--- src/rtl/if_fetch_unit.sv ---
// if_fetch_unit: PC register and instruction-fetch stage of the RV32I pipeline.
// Issues requests to a variable-latency instruction memory and fills the
// IF/ID pipeline register. Stalls hold the register, redirects squash younger
// fetches, and a one-entry hold buffer catches a response that lands during a stall.
// Optional feature: define IF_MISALIGN_CHK_EN to trap misaligned redirect
// targets (misalign_o port plus a HALT state). Without it, target bits [1:0]
// are silently masked.
module if_fetch_unit #(
    parameter logic [31:0] RESET_PC  = 32'h0000_0000,
    parameter logic [31:0] NOP_INSTR = 32'h0000_0013
) (
    input  logic        clk,
    input  logic        rst,
    input  logic [31:0] npc_i,
    input  logic        redirect_i,
    input  logic        stall_i,
    output logic [31:0] pc_o,
    output logic        imem_req_o,
    output logic [31:0] imem_addr_o,
    input  logic        imem_ready_i,
    input  logic [31:0] imem_rdata_i,
    output logic [31:0] if_id_pc_o,
    output logic [31:0] if_id_instr_o,
    output logic        if_id_valid_o
`ifdef IF_MISALIGN_CHK_EN
    ,
    output logic        misalign_o
`endif
);

    typedef enum logic [2:0] {
        ST_IDLE = 3'd0,
        ST_REQ  = 3'd1,
        ST_DROP = 3'd2,
        ST_HOLD = 3'd3
`ifdef IF_MISALIGN_CHK_EN
        ,
        ST_HALT = 3'd4
`endif
    } state_t;

    state_t      state_r;
    logic [31:0] pc_r;
    logic        req_r;
    logic [31:0] addr_r;
    logic [31:0] if_id_pc_r;
    logic [31:0] if_id_instr_r;
    logic        if_id_valid_r;
    logic [31:0] hold_pc_r;
    logic [31:0] hold_instr_r;
    logic        hold_valid_r;
    logic [31:0] npc_aligned_s;
    logic        req_pending_s;
`ifdef IF_MISALIGN_CHK_EN
    logic        misalign_r;
    logic        bad_target_s;
`endif

    // Word-aligned next PC and whether the current request will still be
    // waiting for its response after this edge.
    always_comb begin
        npc_aligned_s = npc_i & 32'hFFFF_FFFC;
        req_pending_s = 1'b0;
        if (req_r && !imem_ready_i) begin
            req_pending_s = 1'b1;
        end else begin
            req_pending_s = 1'b0;
        end
    end

`ifdef IF_MISALIGN_CHK_EN
    // Flag a redirect target that is not word aligned.
    always_comb begin
        bad_target_s = 1'b0;
        if (redirect_i && (npc_i[1:0] != 2'b00)) begin
            bad_target_s = 1'b1;
        end else begin
            bad_target_s = 1'b0;
        end
    end
`endif

    // Fetch FSM: PC, memory request, IF/ID register and hold buffer.
    always_ff @(posedge clk) begin
        if (rst) begin
            state_r       <= ST_IDLE;
            pc_r          <= RESET_PC;
            req_r         <= 1'b0;
            addr_r        <= RESET_PC;
            if_id_pc_r    <= 32'h0000_0000;
            if_id_instr_r <= NOP_INSTR;
            if_id_valid_r <= 1'b0;
            hold_pc_r     <= 32'h0000_0000;
            hold_instr_r  <= NOP_INSTR;
            hold_valid_r  <= 1'b0;
`ifdef IF_MISALIGN_CHK_EN
            misalign_r    <= 1'b0;
`endif
        end else if (redirect_i) begin
            // Squash whatever is in flight; stall is ignored this cycle.
            if_id_valid_r <= 1'b0;
            if_id_instr_r <= NOP_INSTR;
            hold_valid_r  <= 1'b0;
            hold_instr_r  <= NOP_INSTR;
`ifdef IF_MISALIGN_CHK_EN
            misalign_r    <= bad_target_s;
            if (bad_target_s) begin
                // Keep the faulting target visible and stop fetching.
                pc_r    <= npc_i;
                req_r   <= 1'b0;
                state_r <= ST_HALT;
            end else
`endif
            if (req_pending_s) begin
                // The stale response must still be drained at the old address.
                pc_r    <= npc_aligned_s;
                state_r <= ST_DROP;
            end else begin
                pc_r    <= npc_aligned_s;
                req_r   <= 1'b1;
                addr_r  <= npc_aligned_s;
                state_r <= ST_REQ;
            end
        end else begin
            case (state_r)
                ST_IDLE: begin
                    req_r   <= 1'b1;
                    addr_r  <= pc_r;
                    state_r <= ST_REQ;
                end
                ST_REQ: begin
                    if (imem_ready_i && stall_i) begin
                        // Park the response until ID can take it.
                        hold_pc_r    <= pc_r;
                        hold_instr_r <= imem_rdata_i;
                        hold_valid_r <= 1'b1;
                        pc_r         <= npc_aligned_s;
                        req_r        <= 1'b0;
                        state_r      <= ST_HOLD;
                    end else if (imem_ready_i) begin
                        if_id_pc_r    <= pc_r;
                        if_id_instr_r <= imem_rdata_i;
                        if_id_valid_r <= 1'b1;
                        pc_r          <= npc_aligned_s;
                        addr_r        <= npc_aligned_s;
                    end else if (stall_i) begin
                        // Hold IF/ID and PC; the request stays asserted.
                        state_r <= ST_REQ;
                    end else begin
                        // Memory still busy: ID sees a bubble.
                        if_id_valid_r <= 1'b0;
                        if_id_instr_r <= NOP_INSTR;
                    end
                end
                ST_DROP: begin
                    if (imem_ready_i) begin
                        // Stale response discarded; fetch the redirect target.
                        req_r   <= 1'b1;
                        addr_r  <= pc_r;
                        state_r <= ST_REQ;
                    end else begin
                        state_r <= ST_DROP;
                    end
                end
                ST_HOLD: begin
                    if (!stall_i) begin
                        if_id_pc_r    <= hold_pc_r;
                        if_id_instr_r <= hold_instr_r;
                        if_id_valid_r <= hold_valid_r;
                        hold_valid_r  <= 1'b0;
                        req_r         <= 1'b1;
                        addr_r        <= pc_r;
                        state_r       <= ST_REQ;
                    end else begin
                        state_r <= ST_HOLD;
                    end
                end
`ifdef IF_MISALIGN_CHK_EN
                ST_HALT: begin
                    req_r   <= 1'b0;
                    state_r <= ST_HALT;
                end
`endif
                default: begin
                    req_r   <= 1'b0;
                    state_r <= ST_IDLE;
                end
            endcase
        end
    end

    assign pc_o          = pc_r;
    assign imem_req_o    = req_r;
    assign imem_addr_o   = addr_r;
    assign if_id_pc_o    = if_id_pc_r;
    assign if_id_instr_o = if_id_instr_r;
    assign if_id_valid_o = if_id_valid_r;
`ifdef IF_MISALIGN_CHK_EN
    assign misalign_o    = misalign_r;
`endif

endmodule

--- config.mk ---
export PLATFORM = sky130hd
export DESIGN_NAME = if_fetch_unit
export DESIGN_NICKNAME = d
export VERILOG_FILES = /design/src/rtl/if_fetch_unit.sv
export SDC_FILE = /design/constraint.sdc
export NUM_CORES = 1
export LEC_CHECK = 0
export BUFFER_PORTS_ARGS = -buffer_cell sky130_fd_sc_hd__buf_2
export CORE_AREA = 8 8 161 163
export CTS_BUF_LIST = sky130_fd_sc_hd__clkbuf_16
export DETAILED_ROUTE_END_ITERATION = 8
export DIE_AREA = 0 0 169 171
export SLEW_MARGIN = 20
export SYNTH_ARGS = -nofsm -noshare
export SYNTH_HDL_FRONTEND = slang
export SYNTH_SLANG_ARGS = --single-unit
--- constraint.sdc ---
create_clock -name clk -period 2.15 [get_ports clk]
set_input_delay 0.1075 -clock clk [delete_from_list [all_inputs] [get_ports clk]]
set_output_delay 0.1075 -clock clk [all_outputs]
set_load 0.05 [all_outputs]
==> impl_summary.md, run 1 <==
Run status
The run finished with clean final reports.

STA
The number of pins with negative max-slew slack in the final report is 0. The final critical path takes up 95.88% of the cycle. For this run, the top clock speed supported by timing is 485.1 MHz. The hold slack is 0.1514 ns.

The count of final hold-check violations is 0. Setup violations remaining at the end of the flow were counted as 0. The worst path in the final design needs a cycle of 2.061 ns, including I/O delays and setup. The transition at the pin with the smallest max-transition slack is 0.6459 ns. After layout, the worst setup slack is 0.08856 ns. The worst max-slew margin expressed relative to the limit is 56.94%. The worst-case clock skew is 0.01962 ns.

Routing
Dividing the detail-routed via count by the number of cells gives 4.721. The final route contains 7388 vias. The DRC violation count after routing is 0. The routed wirelength normalized by instance count is 15.21 um. The number of DRC markers in iteration 0 is 604. The aggregate routed wire length is 23800 um.

In this run the remaining antenna-violating nets after routing total 0. For this run, the detailed router's first-pass iteration total came to 6.

Global routing
Entering global routing, the biggest net connects 63 pins. Across every metal layer, demand over resource in global routing totals 15.82%. The leftover overflow at the end of global routing is 0. The first global-routing pass estimated 36910 um of wire. The initial antenna violation count is 0. The number of global-route vias before repair is 6913.

Worst setup path
Tracing the worst setup path back leads to its startpoint at state_r[1]. The largest fanout of any net on the critical path is 15. The kind of end point of the critical path is a flip-flop.

The endpoint identified for the worst register-to-register timing path is imem_addr_o[22]. The launching point of the worst reg2reg path is state_r[1]. The worst setup path is launched from a flip-flop.

STA puts the critical path data arrival time at 2.38 ns. The reg2reg setup slack is 0.09 ns. Data on the critical path is required at its endpoint by 2.47 ns.

The most critical setup path has its endpoint at imem_addr_o[22]. For the worst flop-to-flop path, the logic depth is 9. The kind of critical path is flip-flop to flip-flop.

Yosys
The number of distinct standard cells referenced by the synthesized netlist is 34. After technology mapping, the gate count stands at 1007. The mapped netlist covers 0.007998 mm^2. The average instance in the mapped netlist occupies 7.942 um^2. Of the synthesized area, sequential elements account for 47.31%. The synthesis warning total is 0. The synthesis-stage register bit count is 189.

Clock network
In this run, CTS created clock tree buffers numbering 17. For the worst-skew pair, the clock arrives at the later sink with an insertion delay of 0.44 ns. The CTS root buffer is clkbuf_16. The H-tree was split into 4 levels. Clock-pin slew was measured on the worst setup and hold paths at 0.09 ns. The clock passes through at most 2 buffers. TritonCTS built the clock tree. The number of clock sinks is 189.

Worst hold path
The worst min-delay path class is input port to flip-flop. In this run the most critical hold path is launched from rst.

Place
The number of port buffers is 190. The placed instance area is 0.009364 mm^2. Summed over all nets, the half-perimeter wirelength after detailed placement is 15270 um.

The final RePlAce weighted congestion is 0.7866. The worst setup timing slack at the placement stage is 0.07680 ns.

Power
The total power consumption of the routed design is 9.185 mW. The power density over the cells is 855.8 mW/mm^2. The leakage power is 4.432 nW. VDD sags by at most 0.5254 mV.

Flow run
The count of maximum capacitance violations is 0.

Layout
At the end of the flow, the number of nets in the layout was 1308. The share of post-route cells with drive strength above 1 is 21.91%. The post-layout instance area is 0.01073 mm^2.

The layout overhead on the synthesized area is 34.20%. The number of diodes is 0. The utilization after layout is 46.14%.

Floorplanning
In this run the core area contains 56 standard-cell rows. The initial utilization of the core area, before any placement, comes to 34.38%. The total I/O pin count is 199.

The die outline area is 0.02890 mm^2. The die span in x is 169 um. The die is 171 um tall. The core area is 0.02326 mm^2.
-- sequential cells by signal, indices dropped and copies added, names as in the netlist --
signal and flops:
hold_instr_r 32, hold_pc_r 30, state_r 2, imem_req_o 1
if_id_instr_o 32, hold_valid_r 1, imem_addr_o 30, if_id_valid_o 1
if_id_pc_o 30, pc_o 30
-- layer usage --
metal | up-vias | share of wire, % | GRT usage (%)
met1 | 3363 | 46 | 19.96
met4 | 0 | 1.6 | 5.271
li1 | 3801 | - | -
met2 | 198 | 47 | 25.44
met3 | 26 | 6.0 | 4.794
met5 | - | 0 | 0
-- area by class of cell --
class	count	area, um^2
Fill cell	2310	12530
Multi-Input combinational cell	728	3870
Sequential cell	189	3784
Timing Repair Buffer	290	2003
Clock buffer	17	425.4
Tap cell	319	399.1
Clock inverter	15	225.2
Inverter	7	26.28
-- Yosys cell counts --
library cell | number | area share, %
nand2_1 | 275 | 13
dfxtp_1 | 189 | 47
a21oi_1 | 124 | 7.8
nor2_1 | 99 | 4.6
clkbuf_1 | 63 | 3.0
a211oi_1 | 62 | 5.8
mux2i_1 | 31 | 3.9
nor2b_1 | 31 | 2.4
mux2_1 | 30 | 4.2
nor3_1 | 30 | 1.9
buf_2 | 14 | 0.88
buf_4 | 9 | 0.84
inv_1 | 7 | 0.33
ha_1 | 6 | 0.94
o21ai_0 | 5 | 0.31
nand2b_1 | 4 | 0.31
a211o_1 | 3 | 0.33
a221oi_1 | 3 | 0.33
o211ai_1 | 3 | 0.28
buf_1 | 2 | 0.094
nor4_1 | 2 | 0.16
o21a_1 | 2 | 0.19
or2_2 | 2 | 0.16
a2111oi_0 | 1 | 0.11
a211oi_2 | 1 | 0.16
a311oi_1 | 1 | 0.11
and2_1 | 1 | 0.078
conb_1 | 1 | 0.047
nand3_1 | 1 | 0.063
nor4_2 | 1 | 0.16
o21ai_1 | 1 | 0.063
o22ai_1 | 1 | 0.078
or2_1 | 1 | 0.078
or3b_1 | 1 | 0.11
-- where the power goes --
part / leakage, nW / internal [mW] / switching, mW / total, mW
logic: 2.58 / 0.639 / 1.34 / 1.98
clock network: 0.313 / 1.73 / 1.66 / 3.40
registers: 1.54 / 3.68 / 0.126 / 3.81
-- worst max-delay path, cell delays in order, from the launching register on --
cell	delay, ns
dfxtp_1	0.33
inv_1	0.05
ha_1	0.22
buf_4	0.15
nand2b_1	0.12
a21oi_2	0.10
nor4_4	0.28
buf_6	0.16
clkbuf_16	0.19
mux2_1	0.33
-- timing repair --
item,4_1_cts,5_1_grt
hold buffers,62,0
buffers inserted,0,3
setup endpoints to repair,0,35
hold endpoints to repair,62,0
gates resized for setup,0,5
-- cells in the final DEF, fill, tap and decap left out, types with 3 or more instances in the layout --
cell and n:
o211ai_1 3, nand2_1 275, mux2i_1 31, o21ai_0 5
nand2b_1 4, or2_2 3, mux2_1 30, inv_1 7
buf_12 8, a221oi_1 3, ha_1 4, nor2_1 96
inv_12 4, nor2b_1 31, clkinv_8 5, dfxtp_1 189
a21oi_1 122, buf_4 25, a211o_1 3, nor3_1 30
buf_6 3, clkbuf_16 19, conb_1 6, a211oi_1 62
dlygate4sd3_1 62, buf_2 190
-- worst min-delay path by stage --
stage	end	depth (start not counted)
5_1_grt	pc_o[17]	2
3_5_place_dp	pc_o[20]	3
4_1_cts	imem_req_o	3
2_1_floorplan	hold_instr_r[10]	2
6_report	pc_o[17]	2
3_3_place_gp	hold_instr_r[20]	3
-- cell families (layout without fill, tap and decap cells) --
family / count (synthesis) / count (layout) / synth area share, %
and+or+nand+nor: 448 / 448 / 22.97
AOI/OAI and AO/OA: 207 / 207 / 15.54
DFF: 189 / 189 / 47.31
buffers and inverters: 95 / 329 / 5.100
muxes: 61 / 61 / 8.104
adders and majority gates: 6 / 6 / 0.9386
other: 1 / 6 / 0.04689
-- stage by stage --
stage | std cells | setup TNS (ns)
after floorplan | 1012 | 0
after global placement | 1465 | 0
after detailed placement | 1465 | 0
after CTS | 1559 | 0
after global routing | 1565 | -0.1656
final | 1565 | 0
No activity file was read; power rests on OpenSTA's default activity.
==> inputs of run 2 (changes only) <==
--- a/config.mk
+++ b/config.mk
@@ -6,10 +6,10 @@
 export NUM_CORES = 1
 export LEC_CHECK = 0
 export BUFFER_PORTS_ARGS = -buffer_cell sky130_fd_sc_hd__buf_2
-export CORE_AREA = 8 8 161 163
+export CORE_AREA = 8 8 154 170
 export CTS_BUF_LIST = sky130_fd_sc_hd__clkbuf_16
 export DETAILED_ROUTE_END_ITERATION = 8
-export DIE_AREA = 0 0 169 171
+export DIE_AREA = 0 0 162 178
 export SLEW_MARGIN = 20
 export SYNTH_ARGS = -nofsm -noshare
 export SYNTH_HDL_FRONTEND = slang
==> impl_summary.md, run 2 (same netlist as run 1, synthesis figures left out) <==
Global routing
The initial antenna violation count is 2 (was 0). The overall track demand over capacity in global routing is 15.90% (was 15.82%). The leftover overflow at the end of global routing is 0 (unchanged). The first-pass GRT wire length came to 37130 um (was 36910 um). The largest net degree at the start of global routing is 146 (was 63). The number of global-route vias before repair is 7092 (was 6913).

Floorplanning
The core area is 0.02333 mm^2 (was 0.02326 mm^2). The vertical die dimension is 178 um (was 171 um). The starting utilization of the core area is 34.28% (was 34.38%). The die outline area came to 0.02884 mm^2 (was 0.02890 mm^2). The number of rows in the core area is 59 (was 56). The total I/O pin count came to 199 (unchanged). The die span in x is 162 um (was 169 um).

Worst setup path
The critical path launch point type is a flip-flop (unchanged). The largest incremental delay on the critical path is 0.34 ns (was 0.33 ns). The cell at the slowest stage of the critical path is dfxtp_1 (unchanged).

Critical-path cell list: buf_4 -> inv_1 -> ha_1 -> nand2b_1 -> a21oi_1 -> nor4_4 -> buf_4 -> clkbuf_16 -> mux2_1 (was inv_1 -> ha_1 -> buf_4 -> nand2b_1 -> a21oi_2 -> nor4_4 -> buf_6 -> clkbuf_16 -> mux2_1). The cell count of the worst reg-to-reg path is 9 (unchanged). The kind of critical path is flip-flop to flip-flop (unchanged). The launching point of the worst reg2reg path is state_r[0] (was state_r[1]).

The largest fanout of any net on the critical path is 15 (unchanged). The kind of end point of the critical path is a flip-flop (unchanged). The critical path required time is 2.47 ns (about the same).

The reg-to-reg critical path endpoint was imem_addr_o[9] (was imem_addr_o[22]). The reg2reg setup slack is 0.08 ns (was 0.09 ns). Among the stages of the critical path, the cell type that occurs most often is buf_4.

The endpoint arrival time on the critical path is 2.39 ns (was 2.38 ns).

Clock network
The CTS root buffer is clkbuf_16 (unchanged). The clock tree from TritonCTS is done (unchanged). The number of clock sinks is 189 (unchanged).

The CTS H-tree depth is 4 (unchanged). The total clock buffers created by CTS is 17 (unchanged). The number of buffers between clock root and the deepest sink is 2 (unchanged).

The clock slew at the register clock pins of the worst setup and hold paths is 0.08 ns (was 0.09 ns). The clock latency at the later pin of the worst-skew pair was 0.43 ns (was 0.44 ns).

Layout
The share of post-route cells with drive strength above 1 is 21.47% (was 21.91%). Most frequent cells in the layout: nand2_1 (275), dfxtp_1 (189), buf_2 (189) (was nand2_1 (275), buf_2 (190), dfxtp_1 (189)). The utilization after layout came to 45.57% (was 46.14%). The area occupied by multi-input gates is 0.003869 mm^2 (was 0.003870 mm^2). The register area came to 0.003784 mm^2 (unchanged). The final layout net count was 1301 (was 1308). The layout overhead on the synthesized area is 32.93% (was 34.20%). The most common library cell in the layout ignoring fill and taps is nand2_1 (unchanged). The filler-free cell count of the finished design was 1545 (was 1565). The count of filler cells inserted in the layout was 2332 (was 2310). The post-layout instance area is 0.01063 mm^2 (was 0.01073 mm^2).

STA
The maximum frequency from static timing analysis is 483.6 MHz (was 485.1 MHz). The worst-case clock skew came to 0.01059 ns (was 0.01962 ns). The hold slack is 0.1859 ns (was 0.1514 ns). The number of pins with negative max-slew slack in the final report is 0 (unchanged). The transition at the pin with the smallest max-transition slack is 0.6698 ns (was 0.6459 ns). The worst setup slack after layout is 0.08198 ns (was 0.08856 ns).

The final total negative setup slack is 0 ns (unchanged). The count of final hold-check violations is 0 (unchanged). The final critical-path share of the clock period was 96.19% (was 95.88%). The worst max-slew margin expressed relative to the limit is 55.34% (was 56.94%).

The final setup violation count came to 0 (unchanged). The clock period minus worst slack is 2.068 ns (was 2.061 ns).

Routing
The DRC violation count after routing came to 0 (unchanged). The aggregate routed wire length is 23240 um (was 23800 um). The number of DRC markers in iteration 0 came to 476 (was 604). The number of search-and-repair iterations in the first detailed-routing pass came to 5 (was 6). The remaining antenna violation count is 0 (unchanged). The number of vias in the routed layout is 7341 (was 7388). The routed wirelength normalized by instance count came to 15.04 um (was 15.21 um). The via-per-instance ratio is 4.751 (was 4.721).

Place
The final HPWL from detailed placement is 14970 um (was 15270 um). The worst setup timing slack at the placement stage is -0.03259 ns (was 0.07680 ns). The final RePlAce weighted congestion is 0.8019 (was 0.7866). The number of port buffers is 190 (unchanged). The number of placed cells counting well taps is 1448 (was 1465). The placed instance area is 0.009349 mm^2 (was 0.009364 mm^2).

Power
The highest ir drop seen on vdd is 0.4735 mV (was 0.5254 mV). The leakage power is 4.374 nW (was 4.432 nW). The power density over the cells is 842.1 mW/mm^2 (was 855.8 mW/mm^2).

The total power consumption of the routed design is 8.952 mW (was 9.185 mW).

Run status
Outcome: complete, no violations (unchanged).

Worst hold path
The number of cells on the worst hold path came to 4 (was 2). The startpoint of the most critical hold path is stall_i (was rst). The worst min-delay path class is input port to flip-flop (unchanged). The worst min-delay path endpoint is hold_valid_r (was pc_o[17]).

Flow run
The count of maximum capacitance violations is 0 (unchanged).
run 2: changes by cell type in the layout (fill, tap and decap cells not counted), sizes merged:
cell / previous run / this run
buf: 226 / 220
bufinv: 1 / 0
clkbuf: 19 / 18
clkinv: 6 / 7
clkinvlp: 0 / 1
diode: 0 / 1
inv: 15 / 14
run 2: worst max-delay path by stage:
stage / startpoint / endpoint / depth (start not counted)
floorplan: state_r[1] / imem_addr_o[10] / 7
finish: state_r[0] / imem_addr_o[9] / 9
CTS: state_r[1] / imem_addr_o[28] / 8
global route: state_r[1] / if_id_pc_o[14] / 9
global placement: state_r[1] / imem_addr_o[23] / 7
detailed placement: state_r[1] / imem_addr_o[27] / 7
run 2: power breakdown:
part           internal (mW)  leakage, nW  total [mW]  switching [mW]
combinational          0.635         2.54        1.96            1.33
clock                   1.59        0.294        3.18            1.59
sequential              3.69         1.54        3.81           0.124
run 2: worst max-delay path, delay by kind of cell, from the launching register on:
kind                     cells  cell delay, ns
flip-flops                   1            0.34
adder cells (fa/ha/maj)      1            0.24
buffers and inverters        4            0.60
AO/OA/AOI/OAI                1            0.13
AND/OR/NAND/NOR              2            0.33
multiplexers                 1            0.32
run 2: cell type report:
class	instances	share of cell area [%]
clock inverters	15	1.789
clock buffers	17	4.001
repair buffers	283	18.37
multi-input cells	728	36.39
flip-flops and latches	189	35.59
inverters	7	0.2471
well taps	305	3.590
diodes	1	0.02354
run 2: metal layers:
layer / track usage (%) / wire length (um) / vias to the layer above
li1: - / - / 3796
met2: 25.79 / 10830 / 212
met1: 19.34 / 10310 / 3306
met5: 0 / 19 / -
met3: 5.817 / 1756 / 23
met4: 4.981 / 323 / 4
run 2: what timing repair did:
item,CTS,global route
gates resized for setup,1,2
hold buffers,62,0
buffers inserted,0,1
cloned,0,1
setup endpoints to repair,10,49
hold endpoints to repair,62,0
pin swaps,0,1
==> inputs of run 3 (changes only) <==
--- a/config.mk
+++ b/config.mk
@@ -5,11 +5,13 @@
 export SDC_FILE = /design/constraint.sdc
 export NUM_CORES = 1
 export LEC_CHECK = 0
+export ABC_AREA = 1
 export BUFFER_PORTS_ARGS = -buffer_cell sky130_fd_sc_hd__buf_2
-export CORE_AREA = 8 8 154 170
+export CORE_AREA = 8 8 127 141
 export CTS_BUF_LIST = sky130_fd_sc_hd__clkbuf_16
 export DETAILED_ROUTE_END_ITERATION = 8
-export DIE_AREA = 0 0 162 178
+export DIE_AREA = 0 0 135 149
+export PLACE_DENSITY = 0.8
 export SLEW_MARGIN = 20
 export SYNTH_ARGS = -nofsm -noshare
 export SYNTH_HDL_FRONTEND = slang
==> impl_summary.md, run 3 <==
Clock network
The clock tree from TritonCTS is done (unchanged). The number of setup buffers added after CTS was 0 (unchanged). The number of buffers between clock root and the deepest sink is 2 (unchanged). The total clock buffers created by CTS was 17 (unchanged). The CTS H-tree depth is 4 (unchanged). The number of clock sinks is 189 (unchanged).

The clock latency at the later pin of the worst-skew pair is 0.43 ns (about the same). The clock slew at the register clock pins of the worst setup and hold paths is 0.08 ns (about the same). The CTS root buffer is clkbuf_16 (unchanged).

Floorplanning
The core area was 0.01549 mm^2 (was 0.02333 mm^2). The die span in x is 135 um (was 162 um). The number of rows in the core area is 48 (was 59). The vertical die dimension is 149 um (was 178 um). The total I/O pin count is 199 (unchanged). The starting utilization of the core area is 53.38% (was 34.28%). The die outline area was 0.02012 mm^2 (was 0.02884 mm^2).

Yosys
The post-synthesis cell type with the largest combined area was dfxtp_1 (unchanged). The synthesis warning total came to 0 (unchanged). The share of async-settable or async-resettable flops after synthesis was 0% (unchanged).

Commonest cells in the synthesized netlist: nor2_1 (298), dfxtp_1 (189), nand2_1 (143), o21ai_0 (132), a21oi_1 (127) (was nand2_1 (275), dfxtp_1 (189), a21oi_1 (124), nor2_1 (99), clkbuf_1 (63)). The share of the synthesized area in the top cell type came to 45.75% (was 47.31%). The cell count after synthesis is 1189 (was 1007). The portion of the post-synthesis area used by sequential elements is 45.75% (was 47.31%). The number of distinct standard cells referenced by the synthesized netlist came to 28 (was 34).

The dominant synthesized flop cell is dfxtp_1 (unchanged). The number of enable flip-flop cells after synthesis is 0 (unchanged). Leading post-synthesis cells by cell area: dfxtp_1 (46%), nor2_1 (14%), o21ai_0 (8.0%), a21oi_1 (7.7%), nand2_1 (6.5%) (was dfxtp_1 (47%), nand2_1 (13%), a21oi_1 (7.8%), a211oi_1 (5.8%), nor2_1 (4.6%)). The mean cell area of the mapped netlist is 6.956 um^2 (was 7.942 um^2). The dominant cell by count in the synthesized netlist is nor2_1 (was nand2_1).

The area of the mapped netlist is 0.008270 mm^2 (was 0.007998 mm^2). The synthesis-stage register bit count is 189 (unchanged).

Worst setup path
The kind of critical path is flip-flop to flip-flop (unchanged). The endpoint arrival time on the critical path is 2.23 ns (was 2.39 ns). The worst setup path startpoint is state_r[1] (was state_r[0]). The most numerous cell on the critical path is inv_2 (was buf_4). The capturing instance or port of the critical path is hold_instr_r[10] (was imem_addr_o[9]). The largest fanout of any net on the critical path is 45 (was 15). The largest incremental delay on the critical path is 0.40 ns (was 0.34 ns). The critical path buffer and inverter count came to 4 (unchanged). The critical path launch point type is a flip-flop (unchanged). The critical path required time is 2.47 ns (about the same). The count of cell instances traversed by the critical path is 8 (was 9). The reg2reg setup slack is 0.24 ns (was 0.08 ns).

Critical-path cell list: inv_1 -> ha_2 -> inv_2 -> nor2_8 -> inv_2 -> buf_4 -> nor2_1 -> a211oi_1 (was buf_4 -> inv_1 -> ha_1 -> nand2b_1 -> a21oi_1 -> nor4_4 -> buf_4 -> clkbuf_16 -> mux2_1). The kind of end point of the critical path is a flip-flop (unchanged). The cell class contributing the biggest share of worst-path delay is buffers and inverters (unchanged).

The cell at the slowest stage of the critical path is dfxtp_1 (unchanged). The cell count of the worst reg-to-reg path is 8 (was 9). The launching point of the worst reg2reg path is state_r[1] (was state_r[0]). The reg-to-reg critical path endpoint is hold_instr_r[10] (was imem_addr_o[9]).

Flow run
The count of maximum capacitance violations is 0 (unchanged).

STA
The worst max-slew margin expressed relative to the limit is 51.29% (was 55.34%). The final critical-path share of the clock period is 89.05% (was 96.19%). The number of pins with negative max-slew slack in the final report is 0 (unchanged). The count of final hold-check violations is 0 (unchanged). The hold slack is 0.03708 ns (was 0.1859 ns). The transition at the pin with the smallest max-transition slack is 0.7299 ns (was 0.6698 ns).

The maximum frequency from static timing analysis is 522.3 MHz (was 483.6 MHz). The worst-case clock skew came to 0.01183 ns (was 0.01059 ns). The final total negative setup slack came to 0 ns (unchanged). The clock period minus worst slack is 1.915 ns (was 2.068 ns).

The final setup violation count was 0 (unchanged). Setup repair after global routing left no endpoint under its margin.

Power
The internal power component is 6.504 mW (was 5.909 mW). The switching power share of the total came to 35.02% (was 33.99%). The combinational fraction of design power is 27.0% (was 21.9%).

The leakage power is 5.038 nW (was 4.374 nW). The portion of total power attributed to sequential cells is 39.3% (was 42.6%). The relative contribution of the clock network to total power is 33.7% (was 35.5%).

The highest ir drop seen on vdd is 0.8087 mV (was 0.4735 mV). The switching power of the nets came to 3.506 mW (was 3.043 mW). The power density over the cells is 949.0 mW/mm^2 (was 842.1 mW/mm^2).

Global routing
The overall track demand over capacity in global routing is 22.19% (was 15.90%). The leftover overflow at the end of global routing is 0 (unchanged). The initial antenna violation count is 0 (was 2).

The largest net degree at the start of global routing was 83 (was 146). The first-pass GRT wire length is 36880 um (was 37130 um). The number of global-route vias before repair is 7379 (was 7092).

Place
The final RePlAce weighted congestion is 0.8306 (was 0.8019). The final HPWL from detailed placement is 14570 um (was 14970 um). The number of port buffers is 190 (unchanged).

Run status
Outcome: complete, no violations (unchanged).

Layout
The number of diodes came to 0 (was 1). The final layout net count was 1468 (was 1301). Most frequent cells in the layout: nor2_1 (295), buf_2 (190), dfxtp_1 (189) (was nand2_1 (275), dfxtp_1 (189), buf_2 (189)). The share of post-route cells with drive strength above 1 was 18.63% (was 21.47%). The most common library cell in the layout ignoring fill and taps was nor2_1 (was nand2_1). The layout overhead on the synthesized area came to 27.53% (was 32.93%).

Routing
The DRC violation count after routing is 0 (unchanged). The number of vias in the routed layout is 8190 (was 7341). The via-per-instance ratio is 5.100 (was 4.751).

The routed wirelength normalized by instance count came to 14.06 um (was 15.04 um). The number of DRC markers in iteration 0 is 647 (was 476). The number of search-and-repair iterations in the first detailed-routing pass is 5 (unchanged). The aggregate routed wire length is 22580 um (was 23240 um). The remaining antenna violation count is 0 (unchanged).

Worst hold path
The worst min-delay path class is input port to flip-flop (unchanged).
-- run 3: cell types whose count changed in the layout (fill, tap and decap cells not counted), sizes merged, moves of 5 or more --
cell | previous run | this run
nand2 | 275 | 147
buf | 220 | 208
nor2 | 99 | 302
a21oi | 124 | 129
o21ai | 6 | 140
mux2i | 31 | 0
nand3 | 1 | 71
inv | 14 | 109
nor3 | 30 | 0
nor2b | 31 | 0
mux2 | 30 | 0
a211oi | 63 | 8
-- run 3: routing by layer --
layer  vias up  GRT usage [%]  routed length, um
met1      3698          28.41               9946
met4         0          7.337                376
met2       285          34.77              10350
met3        29          6.941               1905
met5         -              0                  0
li1       4178              -                  -
-- run 3: worst min-delay path by stage --
stage	startpoint	to	slack, ns	depth (start not counted)
global route	npc_i[18]	pc_o[18]	0.05	3
CTS	npc_i[18]	pc_o[18]	0.007	3
global placement	imem_rdata_i[4]	hold_instr_r[4]	0.34	3
detailed placement	rst	state_r[0]	0.35	2
floorplan	rst	state_r[0]	0.18	1
finish	npc_i[18]	pc_o[18]	0.04	3
-- run 3: area by class of cell --
class	count	area, um^2
multi-input cells	811	3671
well taps	200	250.2
clock inverters	15	206.4
clock buffers	17	425.4
flip-flops and latches	189	3784
fillers	1274	4947
repair buffers	268	1812
inverters	106	399.1
-- run 3: power groups by stage --
stage	registers, mW	clock network [mW]	logic (mW)
floorplan	4.87	0	1.10
global placement	4.00	0	2.57
detailed placement	4.01	0	2.60
CTS	3.93	3.44	2.70
global route	3.97	3.58	2.94
finish	3.93	3.37	2.70
-- run 3: worst register-to-register path, cell delays in order (launching register included) --
cell and delay, ns:
dfxtp_1 0.40, inv_1 0.11, ha_2 0.26, inv_2 0.20, nor2_8 0.09, inv_2 0.09
buf_4 0.36, nor2_1 0.10, a211oi_1 0.21
-- run 3: per-stage QoR --
stage	setup WS, ns	cells	power, mW	cell area, um^2	util, %
2_1_floorplan	0.5194	1194	5.976	8289	-
3_3_place_gp	0.2077	1514	6.570	9313	60.10
3_5_place_dp	0.1673	1514	6.607	9313	60.10
4_1_cts	0.1331	1606	10.07	10550	68.06
5_1_grt	0.07939	1606	10.48	10550	68.07
6_report	0.2354	1606	10.01	10550	68.07
-- run 3: logic make-up after synthesis --
logic type               after synthesis  share of synthesized area, %
buffers and inverters                194                         10.33
flip-flops                           189                         45.75
AO/OA/AOI/OAI                        277                         17.19
other                                  1                       0.04534
AND/OR/NAND/NOR                      522                         25.78
adder cells (fa/ha/maj)                6                        0.9077
-- run 3: timing repair --
action | CTS | global route
hold buffers | 60 | 0
setup endpoints to repair | 0 | 9
resized for setup | 0 | 1
hold endpoints to repair | 60 | 0
